File: src/rtl/core_pkg.sv
// Shared definitions for the 8-bit pipelined core: control word layout,
// ID/EX stage state encoding and the pipeline-register select codes.
package core_pkg;

  // Width of the packed control word carried from ID into EX
  localparam int CTRL_W = 9;

  // Bit positions inside the control word; alu_op occupies [C_ALU_OP +: C_ALU_OP_W]
  localparam int C_ALU_OP     = 0;
  localparam int C_ALU_OP_W   = 4;
  localparam int C_ALU_SRC    = 4;
  localparam int C_MEM_TO_REG = 5;
  localparam int C_MEM_WRITE  = 6;
  localparam int C_MEM_READ   = 7;
  localparam int C_REG_WRITE  = 8;

  // ID/EX stage state: RUN in normal flow, FREEZE while memory is busy
  typedef enum logic {
    RUN    = 1'b0,
    FREEZE = 1'b1
  } state_t;

  // What the EX pipeline register does on the next edge
  typedef enum logic [1:0] {
    SEL_LOAD   = 2'd0,
    SEL_BUBBLE = 2'd1,
    SEL_HOLD   = 2'd2
  } ex_sel_t;

endpackage

File: src/rtl/hazard_detect.sv
// Load-use hazard detection and the priority decode that picks what the
// ID/EX register does this cycle: memory busy, then branch flush, then
// load-use bubble, then normal load.
module hazard_detect
  import core_pkg::*;
#(
  parameter int RA_W = 32
) (
  input  logic            ex_valid,
  input  logic            ex_mem_read,
  input  logic [RA_W-1:0] ex_rd,
  input  logic            id_valid,
  input  logic [RA_W-1:0] id_rs,
  input  logic [RA_W-1:0] id_rt,
  input  logic            ex_branch_taken,
  input  logic            mem_busy,
  output ex_sel_t         sel,
  output logic            stall,
  output logic            if_id_flush,
  output logic            stall_evt,
  output logic            flush_evt
);

  logic lu;

  // A load in EX whose destination is read by the instruction in ID cannot be forwarded in time
  always_comb begin
    lu = ex_valid && ex_mem_read && (ex_rd != '0) && id_valid &&
         ((ex_rd == id_rs) || (ex_rd == id_rt));
  end

  // Priority decode; a taken branch squashes the hazard so only the flush is counted
  always_comb begin
    sel         = SEL_LOAD;
    stall       = 1'b0;
    if_id_flush = 1'b0;
    stall_evt   = 1'b0;
    flush_evt   = 1'b0;
    if (mem_busy) begin
      sel   = SEL_HOLD;
      stall = 1'b1;
    end else if (ex_branch_taken) begin
      sel         = SEL_BUBBLE;
      if_id_flush = 1'b1;
      flush_evt   = 1'b1;
    end else if (lu) begin
      sel       = SEL_BUBBLE;
      stall     = 1'b1;
      stall_evt = 1'b1;
    end
  end

endmodule

File: src/rtl/sat_counter.sv
// Saturating up-counter: increments on inc and sticks at all-ones.
module sat_counter #(
  parameter int W = 16
) (
  input  logic         clk,
  input  logic         rst,
  input  logic         inc,
  output logic [W-1:0] count
);

  // Count events, stopping at the maximum value instead of wrapping
  always_ff @(posedge clk) begin
    if (rst) begin
      count <= '0;
    end else if (inc && (count != '1)) begin
      count <= count + 1'b1;
    end
  end

endmodule

File: src/rtl/id_ex_stage.sv
// ID/EX pipeline stage: registers decoded operands and control into EX,
// inserts bubbles on load-use hazards and taken branches, holds while the
// memory stage is busy, and counts stall and flush events.
module id_ex_stage
  import core_pkg::*;
#(
  parameter int RA_W  = 32,
  parameter int D_W   = 8,
  parameter int CNT_W = 16
) (
  input  logic              clk,
  input  logic              rst,
  input  logic              id_valid,
  input  logic [RA_W-1:0]   id_rs,
  input  logic [RA_W-1:0]   id_rt,
  input  logic [RA_W-1:0]   id_rd,
  input  logic [D_W-1:0]    id_rs_data,
  input  logic [D_W-1:0]    id_rt_data,
  input  logic [D_W-1:0]    id_imm,
  input  logic [CTRL_W-1:0] id_ctrl,
  input  logic              ex_branch_taken,
  input  logic              mem_busy,
  output logic              ex_valid,
  output logic [RA_W-1:0]   ex_rs,
  output logic [RA_W-1:0]   ex_rt,
  output logic [RA_W-1:0]   ex_rd,
  output logic [D_W-1:0]    ex_rs_data,
  output logic [D_W-1:0]    ex_rt_data,
  output logic [D_W-1:0]    ex_imm,
  output logic [CTRL_W-1:0] ex_ctrl,
  output logic              stall,
  output logic              if_id_flush,
  output logic [CNT_W-1:0]  stall_cnt,
  output logic [CNT_W-1:0]  flush_cnt
);

  state_t  state;
  ex_sel_t sel;
  logic    stall_evt;
  logic    flush_evt;

  hazard_detect #(
    .RA_W(RA_W)
  ) u_hazard (
    .ex_valid        (ex_valid),
    .ex_mem_read     (ex_ctrl[C_MEM_READ]),
    .ex_rd           (ex_rd),
    .id_valid        (id_valid),
    .id_rs           (id_rs),
    .id_rt           (id_rt),
    .ex_branch_taken (ex_branch_taken),
    .mem_busy        (mem_busy),
    .sel             (sel),
    .stall           (stall),
    .if_id_flush     (if_id_flush),
    .stall_evt       (stall_evt),
    .flush_evt       (flush_evt)
  );

  // Track whether the pipe is frozen by memory; the release cycle already follows RUN rules
  always_ff @(posedge clk) begin
    if (rst) begin
      state <= RUN;
    end else begin
      case (state)
        RUN:     if (mem_busy)  state <= FREEZE;
        FREEZE:  if (!mem_busy) state <= RUN;
        default: state <= RUN;
      endcase
    end
  end

  // EX pipeline register: load from ID, take a zeroed bubble, or hold
  always_ff @(posedge clk) begin
    if (rst) begin
      ex_valid   <= 1'b0;
      ex_rs      <= '0;
      ex_rt      <= '0;
      ex_rd      <= '0;
      ex_rs_data <= '0;
      ex_rt_data <= '0;
      ex_imm     <= '0;
      ex_ctrl    <= '0;
    end else begin
      case (sel)
        SEL_LOAD: begin
          ex_valid   <= id_valid;
          ex_rs      <= id_rs;
          ex_rt      <= id_rt;
          ex_rd      <= id_rd;
          ex_rs_data <= id_rs_data;
          ex_rt_data <= id_rt_data;
          ex_imm     <= id_imm;
          ex_ctrl    <= id_ctrl;
        end
        SEL_BUBBLE: begin
          ex_valid   <= 1'b0;
          ex_rs      <= '0;
          ex_rt      <= '0;
          ex_rd      <= '0;
          ex_rs_data <= '0;
          ex_rt_data <= '0;
          ex_imm     <= '0;
          ex_ctrl    <= '0;
        end
        default: begin
        end
      endcase
    end
  end

  sat_counter #(
    .W(CNT_W)
  ) u_stall_cnt (
    .clk   (clk),
    .rst   (rst),
    .inc   (stall_evt),
    .count (stall_cnt)
  );

  sat_counter #(
    .W(CNT_W)
  ) u_flush_cnt (
    .clk   (clk),
    .rst   (rst),
    .inc   (flush_evt),
    .count (flush_cnt)
  );

endmodule

File: config.mk
export PLATFORM = sky130hd
export DESIGN_NAME = id_ex_stage
export DESIGN_NICKNAME = d
export VERILOG_FILES = /design/src/rtl/core_pkg.sv /design/src/rtl/hazard_detect.sv /design/src/rtl/sat_counter.sv /design/src/rtl/id_ex_stage.sv
export SDC_FILE = /design/constraint.sdc
export NUM_CORES = 1
export LEC_CHECK = 0
export CAP_MARGIN = 20
export CORE_MARGIN = 5
export CORE_UTILIZATION = 30
export DETAILED_ROUTE_END_ITERATION = 10
export PLACE_DENSITY = 0.66
export SYNTH_ARGS = -nofsm -noshare
export SYNTH_HDL_FRONTEND = slang
export SYNTH_SLANG_ARGS = --single-unit
File: constraint.sdc
create_clock -name clk -period 2.2 [get_ports clk]
set_input_delay 0.33 -clock clk [delete_from_list [all_inputs] [get_ports clk]]
set_output_delay 0.33 -clock clk [all_outputs]
set_load 0.02 [all_outputs]
Yosys cells after proc, flatten, opt, wreduce, memory -nomap -nowiden
Index checks and enable logic that the tools add are counted.
Widths: inputs -> output; s select.
Cells by class
  reductions and logical operators: 10
  bitwise gates (word level): 0
  divide/modulo/power cells: 0
  equality and inequality tests: 5
  add/subtract/negate cells: 2
  $mul: 0
  shifts and indexed selects: 0
  order comparisons: 0
  mux-type cells: 17
Operators by type and width (count)
  $pmux 32 s2: 3
  $eq 32x32->1: 2
  $pmux 8 s2: 3
  $add 16x1->16 const B: 2
  $ne 16x16->1 const B: 2
  $reduce_bool 32->1: 1
  $pmux 9 s2: 1
  $mux 1: 7
  $logic_and 1x1->1: 6
  $mux 2: 2
  $eq 2x1->1 const B: 1
  $logic_not 2->1: 1
  $pmux 1 s2: 1
  $reduce_bool 2->1: 1
  $logic_or 1x1->1: 1
Storage, ports and cells
  ROM bits: 0
  register bits: 162
  RAM bits: 0
  input bits: 134
  output and inout bits: 164
  bits in latches: 0
  memories: 0

Logic depth before layout (Yosys ltp)
Gate-level depths: netlist of the first run.
  depth after elaboration: 9
  gate-level depth with buffers: 8
  mapped depth without buffers: 6

Cells and area by module
From an unflattened synthesis of the first run, not the netlist that was laid out.
Second synthesis, totals
  cell total of the unflattened synthesis: 882
  area total of the unflattened synthesis: 8206.6 sq um
Modules (own cells, without submodules)
  id_ex_stage: sequential area each 2602.5 sq um, times used 1, area an instance 5698.0 sq um, cells each 580
  sat_counter: sequential area each 320.3 sq um, times used 2, area an instance 848.3 sq um, cells each 99
  hazard_detect: sequential area each 0.0 sq um, times used 1, area an instance 812.0 sq um, cells each 104

Worst setup path after synthesis of the first run
No wires, ideal clock.
  path kind: register to output
  start: reg ex_rd[30]
  end: out stall
  path buffers: 2
  data required time: 1870 ps
  cell stages (with the launch flop): 8
  slack: -325 ps
  data arrival time: 2195 ps
  cells stage by stage: dfxtp_1 -> xor2_1 -> nor4_1 -> nand4_1 -> o22a_1 -> clkbuf_1 -> clkbuf_1 -> o31ai_1
On the way
  longest elaborated chain between the ends: 7
  elaborated cells between the ends (all ways): 10
  those cells by class: eq/ne (2); mux (3); reduce/logical (5)
Ends and longest elaborated chain
  from (decl): line id_ex_stage.sv:26  | output logic [RA_W-1:0] ex_rd,
  from (signal assigned): line id_ex_stage.sv:90  | ex_rd <= id_rd;
  $reduce_bool 32->1: line hazard_detect.sv:28  | lu = ex_valid && ex_mem_read && (ex_rd != '0) && id_valid &&
  $logic_and 1x1->1 (2 in series): line hazard_detect.sv:28
  $logic_and 1x1->1 (*): line hazard_detect.sv:28
  $mux 1 (*): line hazard_detect.sv:46  | end else if (lu) begin
  $mux 1 (*): line hazard_detect.sv:42  | end else if (ex_branch_taken) begin
  $mux 1 (*): line hazard_detect.sv:39  | if (mem_busy) begin
  to (decl): line id_ex_stage.sv:31  | output logic stall,
Every way passes the cells marked *; elsewhere a longest branch is shown, timed or not.

Final worst setup path of the first run
  start: in id_rt[15]
  end: out stall
On the way
  longest elaborated chain between the ends: 6
Ends and longest elaborated chain
  from (decl): line id_ex_stage.sv:15  | input logic [RA_W-1:0] id_rt,
  $eq 32x32->1: line hazard_detect.sv:29  | ((ex_rd == id_rs) || (ex_rd == id_rt));
  $logic_or 1x1->1: line hazard_detect.sv:29
  $logic_and 1x1->1: line hazard_detect.sv:28
  $mux 1: line hazard_detect.sv:46
  $mux 1: line hazard_detect.sv:42
  $mux 1: line hazard_detect.sv:39
No other way between the ends.

==> reports/qor.txt, run 1 <==
Status: complete, but fails checks
Failing checks: negative setup slack
Setup TNS: -42.95 ns
CTS Buf Count: 17
Total of max-cap violations: 0
Max Buffers Root-to-Sink: 2
Sink Count: 162
Dpl hpwl: 18.8 mm
Full die area: 23900 µm²
Period utilization: 1.17
Synth warn: 0
Drt wl/cell: 21.2 µm
CP Data Arrival Time: 2.25 ns
Setup CP Type: primary input to output pin
PnR Total Power: 7.31 mW
Rel. slew slack: 0.677
Maximum clock frequency: 0.387 GHz
Setup crit end kind: output pin
Clk_lat worst skew: 0.42 ns
DIE WIDTH: 155 µm
Distinct cells, synth: 39
Synth area leader: dfxtp_1
Setup violations, final: 144
CP Buf/Inv Count: 3
Hold Path Origin: ex_ctrl[2]
I/O Buffers: 297
CTS tree: done
CP Launch Type: primary input
Power Dens Cells: 639 nW/µm²
Worst path required time: 1.87 ns
Crit path time final: 2.58 ns
Peak supply drop: 0.000440 V
Root Buffer: clkbuf_16
Leak pwr: 4.47 nW
Number of cells on the critical path: 8
First-pass GRT wire length: 38.5 mm
Ports: 298
Largest net degree at the start of global routing: 36
Most used DFF post-synth: dfxtp_1
Placer Congestion: 0.849
Layout cell share with drive strength beyond 1: 0.218
Ys async rst share: 0
Worst-margin pin slew: 0.485 ns
Layout Nets: 1095
Vias post-DR: 6219
Critical Path Max Stage Delay: 0.48 ns
Syn nets: 711
First-pass detailed-route iteration total: 6
Clk slew on worst S/H paths: 0.06 ns
R2r worst-path depth: 11
Critical-path cell list: clkdlybuf4s50_1 > xor2_1 > nor4_2 > buf_4 > nand4_1 > o22a_2 > o31ai_4 > buf_6
Layout Skew: 0.0159 ns
Register area share after synthesis: 0.517
CP top delay family: buffers and inverters
PnR worst setup slack: -0.382 ns
Synth Cell Area: 6280 µm²
Total Routing Usage GR: 0.210
RSZ-0062 raised after global routing: true
Crit-path max FO: 2
Overall die height: 155 µm
H-tree levels: 4
P&R area growth vs syn: 82.3%
Antenna cells: 0
Worst flop-to-flop path startpoint: ex_rd[15]
Routed wire length: 26.5 mm
Register bit total from synthesis: 162
Syn Inst Count: 575
Antenna violations before repair: 0
Number of global-route vias before repair: 6284
Vias/cell: 4.99
Gr ovfl total: 0
Site Rows: 53
Worst Hold Class: flop to flop
Mapped Avg Cell Area: 10.9 µm²
Number of enable flip-flop cells after synthesis: 0
Fin. max-slew vios: 0
Crit path from: id_rt[15]
Fill cells: 1856
Top cells by area, synth: dfxtp_1 52%, a22o_1 18%, xor2_1 9.4%
Footprint of the multi-input gates: 3110 µm²
Register area: 3290 µm²
Total core area: 20800 µm²
ANT nets after route: 0
Initial Utilization: 0.301
Final hold vios: 0
Yosys top cell area share: 0.517
DRC Markers: 0
Max stage delay cell, worst path: clkdlybuf4s50_1
First DRT Iteration DRCs: 356
Cell count of the worst hold path: 1
==> registers in the layout (all words and copies together), names as in the netlist <==
register,count
ex_ctrl,9
ex_imm,8
ex_rd,32
ex_rs,32
ex_rs_data,8
ex_rt,32
ex_rt_data,8
ex_valid,1
u_flush_cnt.count,16
u_stall_cnt.count,16
==> cell families after synthesis <==
kind of cell               synth area share
DFF                                   0.517
muxes                               0.00339
and+or+nand+nor                       0.105
xor gates and xnor gates             0.0991
AOI/OAI and AO/OA                     0.239
buffers and inverters                0.0329
adders and majority gates           0.00399
==> cell usage after synthesis (all sizes together), types with 2 or more instances <==
cell type / n
and4: 5
nor3: 3
or3: 13
o2111ai: 2
o21ai: 12
a21oi: 20
xor2: 67
a22o: 130
nor2b: 3
xnor2: 4
nand4: 16
clkbuf: 22
buf: 15
and3: 3
o21a: 2
o31ai: 9
and2: 3
nor2: 12
or4: 8
inv: 5
nor4: 26
nand3: 10
ha: 2
nand2: 8
dfxtp: 162
==> worst paths after layout <==
kind	end	slack, ns
setup / recovery	stall	-0.38
hold / removal	ex_ctrl[2]	0.47
setup reg to reg	ex_rt[29]	-0.33
hold reg to reg	ex_ctrl[2]	0.47
==> layout by cell type, fill, tap and decap left out, types with 10 or more instances in the layout <==
| master | synthesis | final |
|---|---|---|
| dfxtp_1 | 162 | 133 |
| a22o_1 | 130 | 130 |
| nand4_1 | 16 | 16 |
| nand3_1 | 10 | 10 |
| or3_1 | 13 | 12 |
| xor2_1 | 67 | 66 |
| nor2_1 | 12 | 11 |
| nor4_2 | 0 | 10 |
| clkbuf_16 | 0 | 19 |
| buf_4 | 12 | 80 |
| a21oi_1 | 20 | 13 |
| dfxtp_2 | 0 | 26 |
| nor4_1 | 26 | 14 |
| clkdlybuf4s50_1 | 0 | 296 |
==> where the power goes <==
part | leakage, nW | switching (mW) | internal, mW
sequential | 1.33 | 0.0807 | 3.03
combinational | 2.84 | 0.492 | 0.626
clock | 0.296 | 1.36 | 1.72
total | 4.47 | 1.93 | 5.38
==> worst register-to-register path, cell delays in order (launching register included) <==
cell	delay, ns
dfxtp_2	0.37
xor2_1	0.18
nor4_2	0.30
buf_4	0.17
nand4_1	0.12
o22ai_1	0.31
buf_4	0.19
a2111oi_4	0.06
buf_6	0.16
buf_4	0.15
buf_16	0.15
a22o_1	0.25
==> what timing repair did <==
item                       4_1_cts  5_1_grt
pin swaps                       11       32
buffers inserted                 7        4
gates resized for setup         39       45
cloned                           5        2
hold endpoints to repair         0        0
setup endpoints to repair      148      147
hold buffers                     0        0
==> layout make-up <==
cell class,count,share of cell area
clock inverters,14,0.0148
clock buffers,18,0.0375
flip-flops and latches,162,0.287
inverters,5,0.00164
well taps,275,0.0301
repair buffers,402,0.357
multi-input cells,371,0.272
==> layer usage <==
| metal | GRT usage | part of all wire | vias up |
|---|---|---|---|
| met1 | 0.258 | 0.41 | 2957 |
| met5 | 0 | 0 | - |
| met4 | 0.0509 | 0.017 | 0 |
| met2 | 0.361 | 0.49 | 253 |
| met3 | 0.0621 | 0.079 | 26 |
| li1 | - | - | 2983 |
==> metrics by stage <==
step	util	worst slack, ns	std cells	cell area (µm²)	hold WS, ns
6_report	0.549	-0.382	1247	11400	0.473
5_1_grt	0.549	-0.463	1247	11400	0.485
4_1_cts	0.537	-0.387	1241	11200	0.477
3_5_place_dp	0.490	-0.999	1198	10200	0.453
3_3_place_gp	0.490	-0.997	1198	10200	0.455
2_1_floorplan	-	0.00455	575	6320	0.463
No activity file was read; power rests on OpenSTA's default activity.
==> run 2, diff against run 1 <==
--- a/config.mk
+++ b/config.mk
@@ -8,6 +8,7 @@
 export CAP_MARGIN = 20
 export CORE_MARGIN = 5
 export CORE_UTILIZATION = 30
+export CTS_CLUSTER_SIZE = 40
 export DETAILED_ROUTE_END_ITERATION = 10
 export PLACE_DENSITY = 0.66
 export SYNTH_ARGS = -nofsm -noshare
==> results of run 2 <==
The final DEF is identical to that of run 1; final timing and power are the same.
